===== src/rtl/countdown_timer.sv =====
// rtl/countdown_timer.sv - programmable down-counting timer with prescaler, one-shot and periodic modes
module countdown_timer #(
  parameter int WIDTH      = 8,
  parameter int PRESCALE_W = 8
) (
  input  logic                  clk,
  input  logic                  reset,
  input  logic                  load_valid,
  output logic                  load_ready,
  input  logic [WIDTH-1:0]      load_value,
  input  logic [PRESCALE_W-1:0] load_prescale,
  input  logic                  load_periodic,
  input  logic                  start,
  input  logic                  stop,
  output logic [WIDTH-1:0]      count,
  output logic                  running,
  output logic                  expired,
  output logic                  done
);

  typedef enum logic [1:0] {
    IDLE   = 2'd0,
    LOADED = 2'd1,
    RUN    = 2'd2,
    DONE   = 2'd3
  } state_t;

  state_t                state_q, state_d;
  logic [WIDTH-1:0]      count_q, count_d;
  logic [WIDTH-1:0]      reload_q, reload_d;
  logic [PRESCALE_W-1:0] pre_q, pre_d;
  logic [PRESCALE_W-1:0] pre_cnt_q, pre_cnt_d;
  logic                  periodic_q, periodic_d;
  logic                  expired_q, expired_d;
  logic                  done_q, done_d;
  logic                  tick;

  always_ff @(posedge clk) begin
    if (reset) begin
      state_q    <= IDLE;
      count_q    <= '0;
      reload_q   <= '0;
      pre_q      <= '0;
      pre_cnt_q  <= '0;
      periodic_q <= 1'b0;
      expired_q  <= 1'b0;
      done_q     <= 1'b0;
    end else begin
      state_q    <= state_d;
      count_q    <= count_d;
      reload_q   <= reload_d;
      pre_q      <= pre_d;
      pre_cnt_q  <= pre_cnt_d;
      periodic_q <= periodic_d;
      expired_q  <= expired_d;
      done_q     <= done_d;
    end
  end

  assign load_ready = (state_q != RUN);
  assign running    = (state_q == RUN);
  assign count      = count_q;
  assign expired    = expired_q;
  assign done       = done_q;

  always_comb begin
    state_d    = state_q;
    count_d    = count_q;
    reload_d   = reload_q;
    pre_d      = pre_q;
    pre_cnt_d  = pre_cnt_q;
    periodic_d = periodic_q;
    expired_d  = 1'b0;
    done_d     = done_q;
    tick       = (pre_cnt_q == pre_q);

    if (load_valid && load_ready) begin
      reload_d   = load_value;
      pre_d      = load_prescale;
      periodic_d = load_periodic;
      count_d    = load_value;
      pre_cnt_d  = '0;
      done_d     = 1'b0;
      state_d    = LOADED;
    end else begin
      unique case (state_q)
        LOADED: begin
          if (start) begin
            if (count_q != '0) begin
              state_d = RUN;
            end else begin
              state_d   = DONE;
              done_d    = 1'b1;
              expired_d = 1'b1;
            end
          end
        end
        DONE: begin
          if (start) begin
            count_d   = reload_q;
            pre_cnt_d = '0;
            // A zero reload value expires immediately instead of running.
            if (reload_q != '0) begin
              state_d = RUN;
              done_d  = 1'b0;
            end else begin
              done_d    = 1'b1;
              expired_d = 1'b1;
            end
          end
        end
        RUN: begin
          // Stop freezes count and prescale phase so a later start resumes seamlessly.
          if (stop) begin
            state_d = LOADED;
          end else if (tick) begin
            pre_cnt_d = '0;
            if (count_q > WIDTH'(1)) begin
              count_d = count_q - WIDTH'(1);
            end else if (count_q == WIDTH'(1)) begin
              expired_d = 1'b1;
              if (periodic_q) begin
                count_d = reload_q;
              end else begin
                count_d = '0;
                state_d = DONE;
                done_d  = 1'b1;
              end
            end
          end else begin
            pre_cnt_d = pre_cnt_q + PRESCALE_W'(1);
          end
        end
        default: ;
      endcase
    end
  end

endmodule


===== config.mk =====
export PLATFORM = sky130hd
export DESIGN_NAME = countdown_timer
export DESIGN_NICKNAME = d
export VERILOG_FILES = /design/src/rtl/countdown_timer.sv
export SDC_FILE = /design/constraint.sdc
export NUM_CORES = 1
export LEC_CHECK = 0
export BUFFER_PORTS_ARGS = -buffer_cell sky130_fd_sc_hd__buf_4
export CORE_MARGIN = 3
export CORE_UTILIZATION = 43
export DETAILED_ROUTE_END_ITERATION = 8
export PLACE_DENSITY_LB_ADDON = 0.12
export RECOVER_POWER = 50
export SETUP_SLACK_MARGIN = 0.2
export SLEW_MARGIN = 30
export SYNTH_ARGS = -nofsm -noshare
export SYNTH_HDL_FRONTEND = slang
export SYNTH_SLANG_ARGS = --single-unit

===== constraint.sdc =====
create_clock -name clk -period 2.95 [get_ports clk]
set_clock_uncertainty 0.05 [all_clocks]
set_input_delay 0.59 -clock clk [delete_from_list [all_inputs] [get_ports clk]]
set_output_delay 0.59 -clock clk [all_outputs]
set_load 0.02 [all_outputs]

==> results of run 1 <==
[power by group]
group	switching (mW)	internal [mW]
clock network	0.181	0.276
registers	0.0327	0.524
logic	0.146	0.103
total	0.359	0.903
[cell type report]
class | count | area, um2
fillers | 442 | 2100
multi-input cells | 199 | 1240
flip-flops and latches | 37 | 741
repair buffers | 35 | 225
clock buffers | 7 | 86.3
well taps | 65 | 81.3
clock inverters | 1 | 30.0
inverters | 6 | 25.0
[per-layer routing]
layer	vias up	track usage	wire [um]
met1	896	0.282	2650
met4	0	0.0543	40
met5	-	0	0
li1	969	-	-
met2	78	0.240	2110
met3	6	0.0496	432
[worst register-to-register path: stages (launching register included)]
cell	delay, ns
dfxtp_1	0.41
nand2b_1	0.55
inv_4	0.10
nor2_1	0.51
nor2_1	0.19
a221oi_1	0.29
a211oi_1	0.11
[logic make-up after synthesis]
logic type	count (synthesis)
XOR/XNOR	19
multiplexers	7
AO/OA/AOI/OAI	67
flip-flops	37
AND/OR/NAND/NOR	103
buffers and inverters	19
adder cells (fa/ha/maj)	3
[flip-flops by register name (all words and copies together), names as in the netlist]
signal / flops
periodic_q: 1
expired: 1
count: 8
state_q: 2
pre_cnt_q: 8
pre_q: 8
reload_q: 8
done: 1
[metrics by stage]
stage / hold slack (ns) / instances / power (mW) / setup slack, ns
4_1_cts: 0.422 / 350 / 1.28 / 0.684
5_1_grt: 0.440 / 350 / 1.32 / 0.359
3_5_place_dp: 0.410 / 342 / 0.830 / 0.706
6_report: 0.418 / 350 / 1.26 / 0.629
3_3_place_gp: 0.400 / 342 / 0.829 / 0.745
2_1_floorplan: 0.398 / 255 / 0.755 / 0.796
[placed cells by master, fill, tap and decap left out, types with 6 or more instances in the layout]
cell | Yosys | routed
xnor2_1 | 8 | 8
mux2i_1 | 6 | 6
nor2_1 | 22 | 22
dfxtp_1 | 37 | 37
a21oi_1 | 26 | 26
nand2_1 | 48 | 48
clkbuf_1 | 7 | 11
clkbuf_8 | 0 | 6
xor2_1 | 11 | 11
buf_4 | 1 | 25
[cells in the mapped netlist (2+ instances only)]
library cell	instances	area share
a211oi_1	3	0.011
a21oi_1	26	0.062
a221oi_1	4	0.017
a31o_2	2	0.0083
a31oi_1	3	0.0089
a41oi_1	2	0.0083
and2_1	2	0.0059
buf_2	2	0.0047
buf_6	3	0.016
clkbuf_1	7	0.012
dfxtp_1	37	0.35
ha_1	3	0.018
inv_1	5	0.0089
mux2i_1	6	0.028
nand2_1	48	0.085
nand2b_1	2	0.0059
nand3_1	5	0.012
nand4_1	2	0.0059
nand4b_1	2	0.0083
nor2_1	22	0.039
nor3_1	2	0.0047
nor3_2	4	0.019
nor4_1	3	0.0089
nor4_4	2	0.020
o2111ai_1	3	0.012
o211ai_1	2	0.0071
o21a_1	2	0.0071
o21ai_0	4	0.0095
o21ai_1	2	0.0047
o22ai_1	2	0.0059
or3_1	2	0.0059
or4_1	2	0.0071
xnor2_1	8	0.033
xor2_1	11	0.046
[worst max-delay path by stage]
stage	start	to	slack [ns]	cells past startpoint
2_1_floorplan	count[0]	count[2]	0.80	8
3_3_place_gp	state_q[0]	count[7]	0.75	6
3_5_place_dp	state_q[0]	count[3]	0.71	6
4_1_cts	state_q[1]	running	0.68	3
5_1_grt	pre_cnt_q[1]	pre_cnt_q[4]	0.36	5
6_report	state_q[0]	count[3]	0.63	6
==> flow_summary_export.csv, run 1 <==
group,metric,value,unit
synth,synth-compound-area-share,0.220,
floorplanning,initial_core_util,0.466,
placed_design,place_congestion,0.906,
finish,fin_nets,309,
synth,post_synth_xor_area_fraction,0.0787,
floorplanning,core_region_area,4530,um2
timing,setup_viol_count_final,0,
finish,finish.instance_area,2430,um2
grt,pin_count_of_the_biggest_net_entering_global_routing,29,
clock_network,post_cts_resize_count,0,
timing,tightest_slew,0.837,ns
setup_path,cpPeakStageDelay,0.55,ns
clock_network,ctsHtreeMaxLevel,2,
run_status,run_status,"completed",
floorplanning,vertical_die_dimension,76.1,um
routing,drt_first_iter_violations,186,
grt,number_of_global_route_vias_before_repair,1726,
finish,area_growth,15.2,%
setup_path,worstPathMaxFanout,15,
clock_network,postCtsHoldBufs,0,
synth,synth_cell_types,54,
synth,proportion_of_synthesized_flip_flops_having_asynchronous_set_or_reset,0,
timing,setup_tns,0,ns
setup_path,critical_path.endpoint_type,"register",
synth,synth_area,2110,um2
grt,grt_pass1_wl,8.69,mm
synth,number_of_synthesized_flops_with_an_enable_pin,0,
floorplanning,num_rows,24,
setup_path,reg2regPathDepth,6,
setup_path,cpLargestDelayFamily,"simple AND/OR/NAND/NOR gates",
clock_network,cts_tree,"built",
setup_path,worstReg2RegEnd,"count[3]",
hold_path,holdCritPathClass,"register to register",
synth,most_frequently_used_flop_master_after_synthesis,"dfxtp_1",
synth,syn-num-nets,280,
synth,synthSimpleGateAreaFrac,0.251,
hold_path,hold_path.startpoint,"pre_q[5]",
routing,post_drt_wl_per_cell,15.0,um
setup_path,startpoint_type,"register",
grt,antenna_violations_before_repair,0,
routing,antenna_violating_nets_remaining,0,
routing,remaining_drc_errors,0,
job,maxCapViolCount,0,
setup_path,worst_r2r_setup_slack,0.63,ns
synth,syn-instance-count,255,
setup_path,critical_path_class,"register to register",
hold_path,worst_hold_path.num_cells,2,
hold_path,whs_endpoint,"pre_q[5]",
clock_network,clk_root_buffer_cell,"clkbuf_8",
pwr,power_leakage,0.940,nW
synth,synth_mux_area_frac,0.0337,
grt,grt.overflow.total,0,
setup_path,crit_arrival,2.44,ns
floorplanning,die-width,76.1,um
setup_path,worst_path_required_time,3.07,ns
placed_design,place.detailed.hpwl,3.84,mm
finish,layout.core_utilization,0.537,
timing,timing_hold_violations_final,0,
timing,grt_setup_unrepaired,"false",
setup_path,crit_top_cell,"nor2_1",
synth,postSynthAreaPerCell,8.29,um2
placed_design,io_buffers,33,
routing,detail_route.wirelength,5.24,mm
synth,post_synth_fa_ha_maj_area_fraction,0.0178,
timing,final_period_minus_worst_setup_slack,2.32,ns
clock_network,max-clock-path-buffers,2,
timing,timing.fmax,0.431,GHz
grt,track_usage,0.182,
clock_network,cts_num_sinks,37,
synth,share_of_the_yosys_chip_area_belonging_to_registers,0.351,
setup_path,crit_chain,"nand2b_1 > inv_4 > nor2_1 > nor2_1 > a221oi_1 > a211oi_1",
clock_network,postCtsSetupBuffers,0,
clock_network,worstSkewPairLatency,0.29,ns
timing,timing.slew.headroom,0.436,
floorplanning,fp.dieArea,5790,um2
routing,via_per_inst,5.57,
timing,final_cycle_share,0.787,
synth,synth_seq_cells,37,
synth,synth_top_family_by_area,"simple AND/OR/NAND/NOR gates",
placed_design,postPlaceCellArea,2380,um2
clock_network,clkSlewWorstSetupHoldPaths,0.07,ns
setup_path,worst_r2r_startpoint,"state_q[0]",
clock_network,tritoncts.num_buffers,5,
routing,vias,1949,
finish,layout_cells_sized_above_1,0.161,
timing,maxSlewViolCount,0,
pwr,powerDensity,519,nW/um2
floorplanning,io-pin-count,34,
setup_path,critical-path-slowest-cell,"nand2b_1",
setup_path,cp.buffers_inverters,1,
pwr,ir_worst_vdd,0.000312,V
synth,synth-warning-count,0,
finish,antenna_cells_inserted,0,
routing,drt-pass1-iter-count,4,
Note: power is estimated with default switching activity, not from simulation.
==> run 2, diff against run 1 <==
==> constraint.sdc (replaced) <==
create_clock -name clk -period 1.9 [get_ports clk]
set_clock_uncertainty 0.05 [all_clocks]
set_input_delay 0.38 -clock clk [delete_from_list [all_inputs] [get_ports clk]]
set_output_delay 0.38 -clock clk [all_outputs]
set_load 0.02 [all_outputs]
==> flow_summary_export.csv, run 2 (same netlist as run 1, synthesis figures left out) <==
group,metric,value,unit
run_status,run_status,"completed",
setup_path,cp.buffers_inverters,1,
pwr,total_power,2.15,mW
routing,post_drt_wl_per_cell,15.6,um
routing,detail_route.wirelength,6.08,mm
pwr,power_leakage,1.19,nW
hold_path,holdCritPathClass,"input port to register",
clock_network,max-clock-path-buffers,2,
timing,timing_hold_violations_final,0,
finish,layout_cells_sized_above_1,0.373,
timing,layout_setup_ws,0.0990,ns
finish,layout.filler_cells,397,
finish,area_growth,38.6,%
setup_path,crit_chain,"or3_4 > nor3_4 > buf_4 > a21oi_2 > o22ai_2 > o22ai_2",
setup_path,critical_path.endpoint_type,"register",
clock_network,tritoncts.num_buffers,5,
setup_path,cpPeakStageDelay,0.43,ns
setup_path,crit_arrival,1.93,ns
placed_design,place_congestion,0.925,
setup_path,worstPathMaxFanout,6,
finish,layout.core_utilization,0.646,
timing,final_period_minus_worst_setup_slack,1.80,ns
timing,final_cycle_share,0.948,
timing,setup_viol_count_final,0,
setup_path,startpoint_type,"register",
floorplanning,fp.dieArea,5790,um2
timing,maxSlewViolCount,0,
routing,drt_first_iter_violations,141,
finish,antenna_cells_inserted,0,
routing,vias,2148,
clock_network,clk_root_buffer_cell,"clkbuf_8",
routing,via_per_inst,5.52,
clock_network,clkSlewWorstSetupHoldPaths,0.08,ns
placed_design,post_place_setup_slack,0.0800,ns
job,maxCapViolCount,0,
finish,leading_cell_type_in_the_layout_fill_and_taps_excluded,"buf_4",
setup_path,critical_path_class,"register to register",
setup_path,worst_path_required_time,2.03,ns
floorplanning,vertical_die_dimension,76.1,um
clock_network,postCtsHoldBufs,0,
clock_network,cts_tree,"built",
timing,tightest_slew,0.583,ns
setup_path,cpLargestDelayFamily,"simple AND/OR/NAND/NOR gates",
finish,fin_nets,348,
placed_design,place.detailed.hpwl,4.16,mm
grt,track_usage,0.205,
setup_path,crit_top_cell,"o22ai_2",
clock_network,ctsHtreeMaxLevel,2,
timing,setup_tns,0,ns
grt,number_of_global_route_vias_before_repair,1995,
finish,most_frequent_cells_in_the_layout,"65 x buf_4, 48 x nand2_1, 30 x dfxtp_1",
grt,antenna_violations_before_repair,0,
timing,timing.fmax,0.555,GHz
floorplanning,initial_core_util,0.466,
floorplanning,io-pin-count,34,
grt,pin_count_of_the_biggest_net_entering_global_routing,29,
routing,remaining_drc_errors,0,
pwr,powerDensity,735,nW/um2
placed_design,io_buffers,33,
routing,antenna_violating_nets_remaining,0,
floorplanning,die-width,76.1,um
floorplanning,core_region_area,4530,um2
timing,timing.slew.headroom,0.607,
setup_path,critical-path-slowest-cell,"or3_4",
grt,grt.overflow.total,0,
floorplanning,num_rows,24,
grt,grt_pass1_wl,9.69,mm
pwr,ir_worst_vdd,0.000642,V
timing,grt_setup_unrepaired,"true",
clock_network,cts_num_sinks,37,
routing,drt-pass1-iter-count,4,
clock_network,worstSkewPairLatency,0.29,ns
-- run 2: area by class of cell --
cell class | count | area [um2] | area share
clock inverter | 2 | 38.8 | 0.0132
inverter | 6 | 25.0 | 0.00854
clock buffer | 6 | 72.6 | 0.0248
multi-input combinational | 199 | 1400 | 0.478
sequential | 37 | 757 | 0.258
timing repair buffer | 74 | 553 | 0.189
tap | 65 | 81.3 | 0.0278
-- run 2: stage by stage --
stage | hold slack, ns | area [um2] | cells
after floorplan | 0.398 | 2170 | 255
after global placement | 0.405 | 2610 | 366
after detailed placement | 0.410 | 2610 | 366
after CTS | 0.268 | 2870 | 384
after global routing | 0.277 | 2930 | 389
final | 0.272 | 2930 | 389
-- run 2: repair_timing --
action | CTS | global route
resized for setup | 16 | 16
buffers inserted | 10 | 5
setup endpoints to repair | 10 | 19
pin swaps | 15 | 13
-- run 2: metal layers --
metal	vias up	share of wire	track usage	wire length, um
met3	9	0.085	0.0544	518
met4	0	0.015	0.0616	91
met1	999	0.46	0.286	2790
met2	87	0.44	0.309	2690
li1	1053	-	-	-
met5	-	0	0	0
-- run 2: worst reg2reg max path, stage by stage, from the launching register on --
cell	delay (ns)
dfxtp_4	0.35
or3_4	0.43
nor3_4	0.36
buf_4	0.19
a21oi_2	0.04
o22ai_2	0.18
o22ai_2	0.09
-- run 2: final timing paths --
path	startpoint	endpoint	slack, ns	cells past startpoint
worst min register to register	pre_q[0]	pre_q[0]	0.42	2
worst min-delay path	load_prescale[2]	pre_q[2]	0.27	3
worst max register to register	count[3]	count[5]	0.1	6
worst max-delay path	count[3]	count[5]	0.1	6
-- run 2: report_power, final --
part           internal (mW)  leakage (nW)  switching, mW  total, mW
logic                  0.291         0.830          0.318      0.608
registers              0.812         0.307         0.0354      0.847
clock network          0.394        0.0554          0.304      0.699
total                   1.50          1.19          0.658       2.15
==> run 3, diff against run 2 <==
==> config.mk (replaced) <==
export PLATFORM = sky130hd
export DESIGN_NAME = countdown_timer
export DESIGN_NICKNAME = d
export VERILOG_FILES = /design/src/rtl/countdown_timer.sv
export SDC_FILE = /design/constraint.sdc
export NUM_CORES = 1
export LEC_CHECK = 0
export CORE_MARGIN = 3
export CORE_UTILIZATION = 43
export DETAILED_ROUTE_END_ITERATION = 8
export DONT_BUFFER_PORTS = 1
export PLACE_DENSITY_LB_ADDON = 0.12
export RECOVER_POWER = 100
export SETUP_SLACK_MARGIN = 0.2
export SLEW_MARGIN = 20
export SYNTH_ARGS = -nofsm -noshare
export SYNTH_HDL_FRONTEND = slang
export SYNTH_SLANG_ARGS = --single-unit
==> flow_summary_export.csv, run 3 (same netlist as run 1, synthesis figures left out) <==
group,metric,value,unit
run_status,run_status,"completed",
floorplanning,num_rows,24,
timing,timing.slew.headroom,0.642,
pwr,powerDensity,695,nW/um2
timing,setup_tns,0,ns
timing,final_period_minus_worst_setup_slack,1.81,ns
setup_path,reg2regPathDepth,7,
pwr,power_leakage,1.12,nW
hold_path,hold_path.startpoint,"reset",
routing,antenna_violating_nets_remaining,0,
grt,antenna_violations_before_repair,0,
routing,detail_route.wirelength,6.28,mm
routing,drt_first_iter_violations,168,
setup_path,crit_arrival,1.93,ns
clock_network,clk_root_buffer_cell,"clkbuf_8",
finish,layout.core_utilization,0.634,
hold_path,holdCritPathClass,"input port to register",
finish,most_frequent_cells_in_the_layout,"48 x nand2_1, 40 x buf_4, 25 x a21oi_1",
grt,grt_pass1_wl,9.72,mm
routing,via_per_inst,5.64,
placed_design,place.detailed.hpwl,4.25,mm
grt,grt.overflow.total,0,
placed_design,place_congestion,0.878,
timing,setup_viol_count_final,0,
clock_network,cts_tree,"built",
clock_network,cts_num_sinks,37,
setup_path,crit_end,"count[7]",
setup_path,critical_path.endpoint_type,"register",
finish,antenna_cells_inserted,0,
finish,area_growth,36.1,%
setup_path,worstPathMaxFanout,5,
grt,number_of_global_route_vias_before_repair,1922,
placed_design,io_buffers,0,
timing,timing.fmax,0.553,GHz
clock_network,worstSkewPairLatency,0.29,ns
setup_path,worst_r2r_setup_slack,0.09,ns
grt,pin_count_of_the_biggest_net_entering_global_routing,29,
timing,tightest_slew,0.536,ns
routing,post_drt_wl_per_cell,17.1,um
routing,remaining_drc_errors,0,
finish,fin_nets,327,
timing,grt_setup_unrepaired,"true",
clock_network,ctsHtreeMaxLevel,2,
setup_path,critical_path_class,"register to register",
floorplanning,die-width,76.1,um
clock_network,clkSlewWorstSetupHoldPaths,0.08,ns
pwr,ir_worst_vdd,0.000472,V
grt,track_usage,0.207,
clock_network,postCtsHoldBufs,0,
floorplanning,vertical_die_dimension,76.1,um
clock_network,tritoncts.num_buffers,5,
routing,vias,2074,
floorplanning,io-pin-count,34,
setup_path,worst_r2r_startpoint,"pre_cnt_q[6]",
timing,timing_hold_violations_final,0,
finish,layout_cells_sized_above_1,0.376,
timing,maxSlewViolCount,0,
finish,layout.filler_cells,392,
setup_path,startpoint_type,"register",
floorplanning,fp.dieArea,5790,um2
job,maxCapViolCount,0,
setup_path,timing.critical_path.from,"pre_cnt_q[6]",
finish,leading_cell_type_in_the_layout_fill_and_taps_excluded,"nand2_1",
setup_path,worst_path_required_time,2.03,ns
setup_path,worstReg2RegEnd,"count[7]",
floorplanning,initial_core_util,0.466,
floorplanning,core_region_area,4530,um2
timing,final_cycle_share,0.952,
clock_network,max-clock-path-buffers,2,
routing,drt-pass1-iter-count,5,
## run 3: cell count changes in the layout (fill, tap and decap cells not counted), moves of 3 or more
cell	change
buf_4	-25
dfxtp_1	-6
buf_6	+5
dfxtp_4	+4
clkbuf_1	-3
nor2_2	-3
## run 3: worst min-delay path by stage
stage               end  depth (start not counted)
6_report       pre_q[2]                          1
5_1_grt        pre_q[2]                          1
4_1_cts        pre_q[1]                          1
3_5_place_dp   count[0]                          1
3_3_place_gp   count[0]                          1
2_1_floorplan  pre_q[6]                          2
## run 3: area by class of cell
cell class	instances	area (um2)	share of cell area
Inverter	6	25.0	0.00870
Sequential cell	37	774	0.269
Tap cell	65	81.3	0.0283
Clock buffer	5	68.8	0.0239
Timing Repair Buffer	53	434	0.151
Clock inverter	3	16.3	0.00566
Multi-Input combinational cell	199	1480	0.513
## run 3: metal layers
metal  GRT usage  up-vias  share of wire
met1       0.293      969           0.47
met5           0        -              0
met2       0.298       89           0.44
met4      0.0634        0          0.020
li1            -     1003              -
met3      0.0674       13          0.078
## run 3: critical path: stages (launching register included)
cell	delay, ns
dfxtp_2	0.33
xor2_1	0.18
nor4_4	0.39
a31oi_2	0.14
buf_6	0.16
buf_6	0.12
o211ai_1	0.22
o41ai_2	0.10
## run 3: report_power, final
part           switching, mW  internal (mW)
logic                  0.311          0.287
registers             0.0365          0.811
clock network          0.299          0.254
## run 3: what timing repair did
item                                    4_1_cts  5_1_grt
setup buffers                                 8        6
gates resized for setup                      28       21
gates cloned                                  0        0
endpoints found under the setup margin       11       18
pin swaps                                    17       22
## run 3: through the flow
stage	power (mW)	cells	worst slack [ns]	area (um2)	hold WS, ns
after floorplan	1.19	255	0.154	2170	0.398
after global placement	1.34	346	0.0302	2470	0.393
after detailed placement	1.34	346	0.0182	2470	0.394
after CTS	1.95	362	0.0774	2750	0.0831
after global routing	2.09	368	0.00219	2880	0.0777
final	2.00	368	0.0914	2880	0.0875
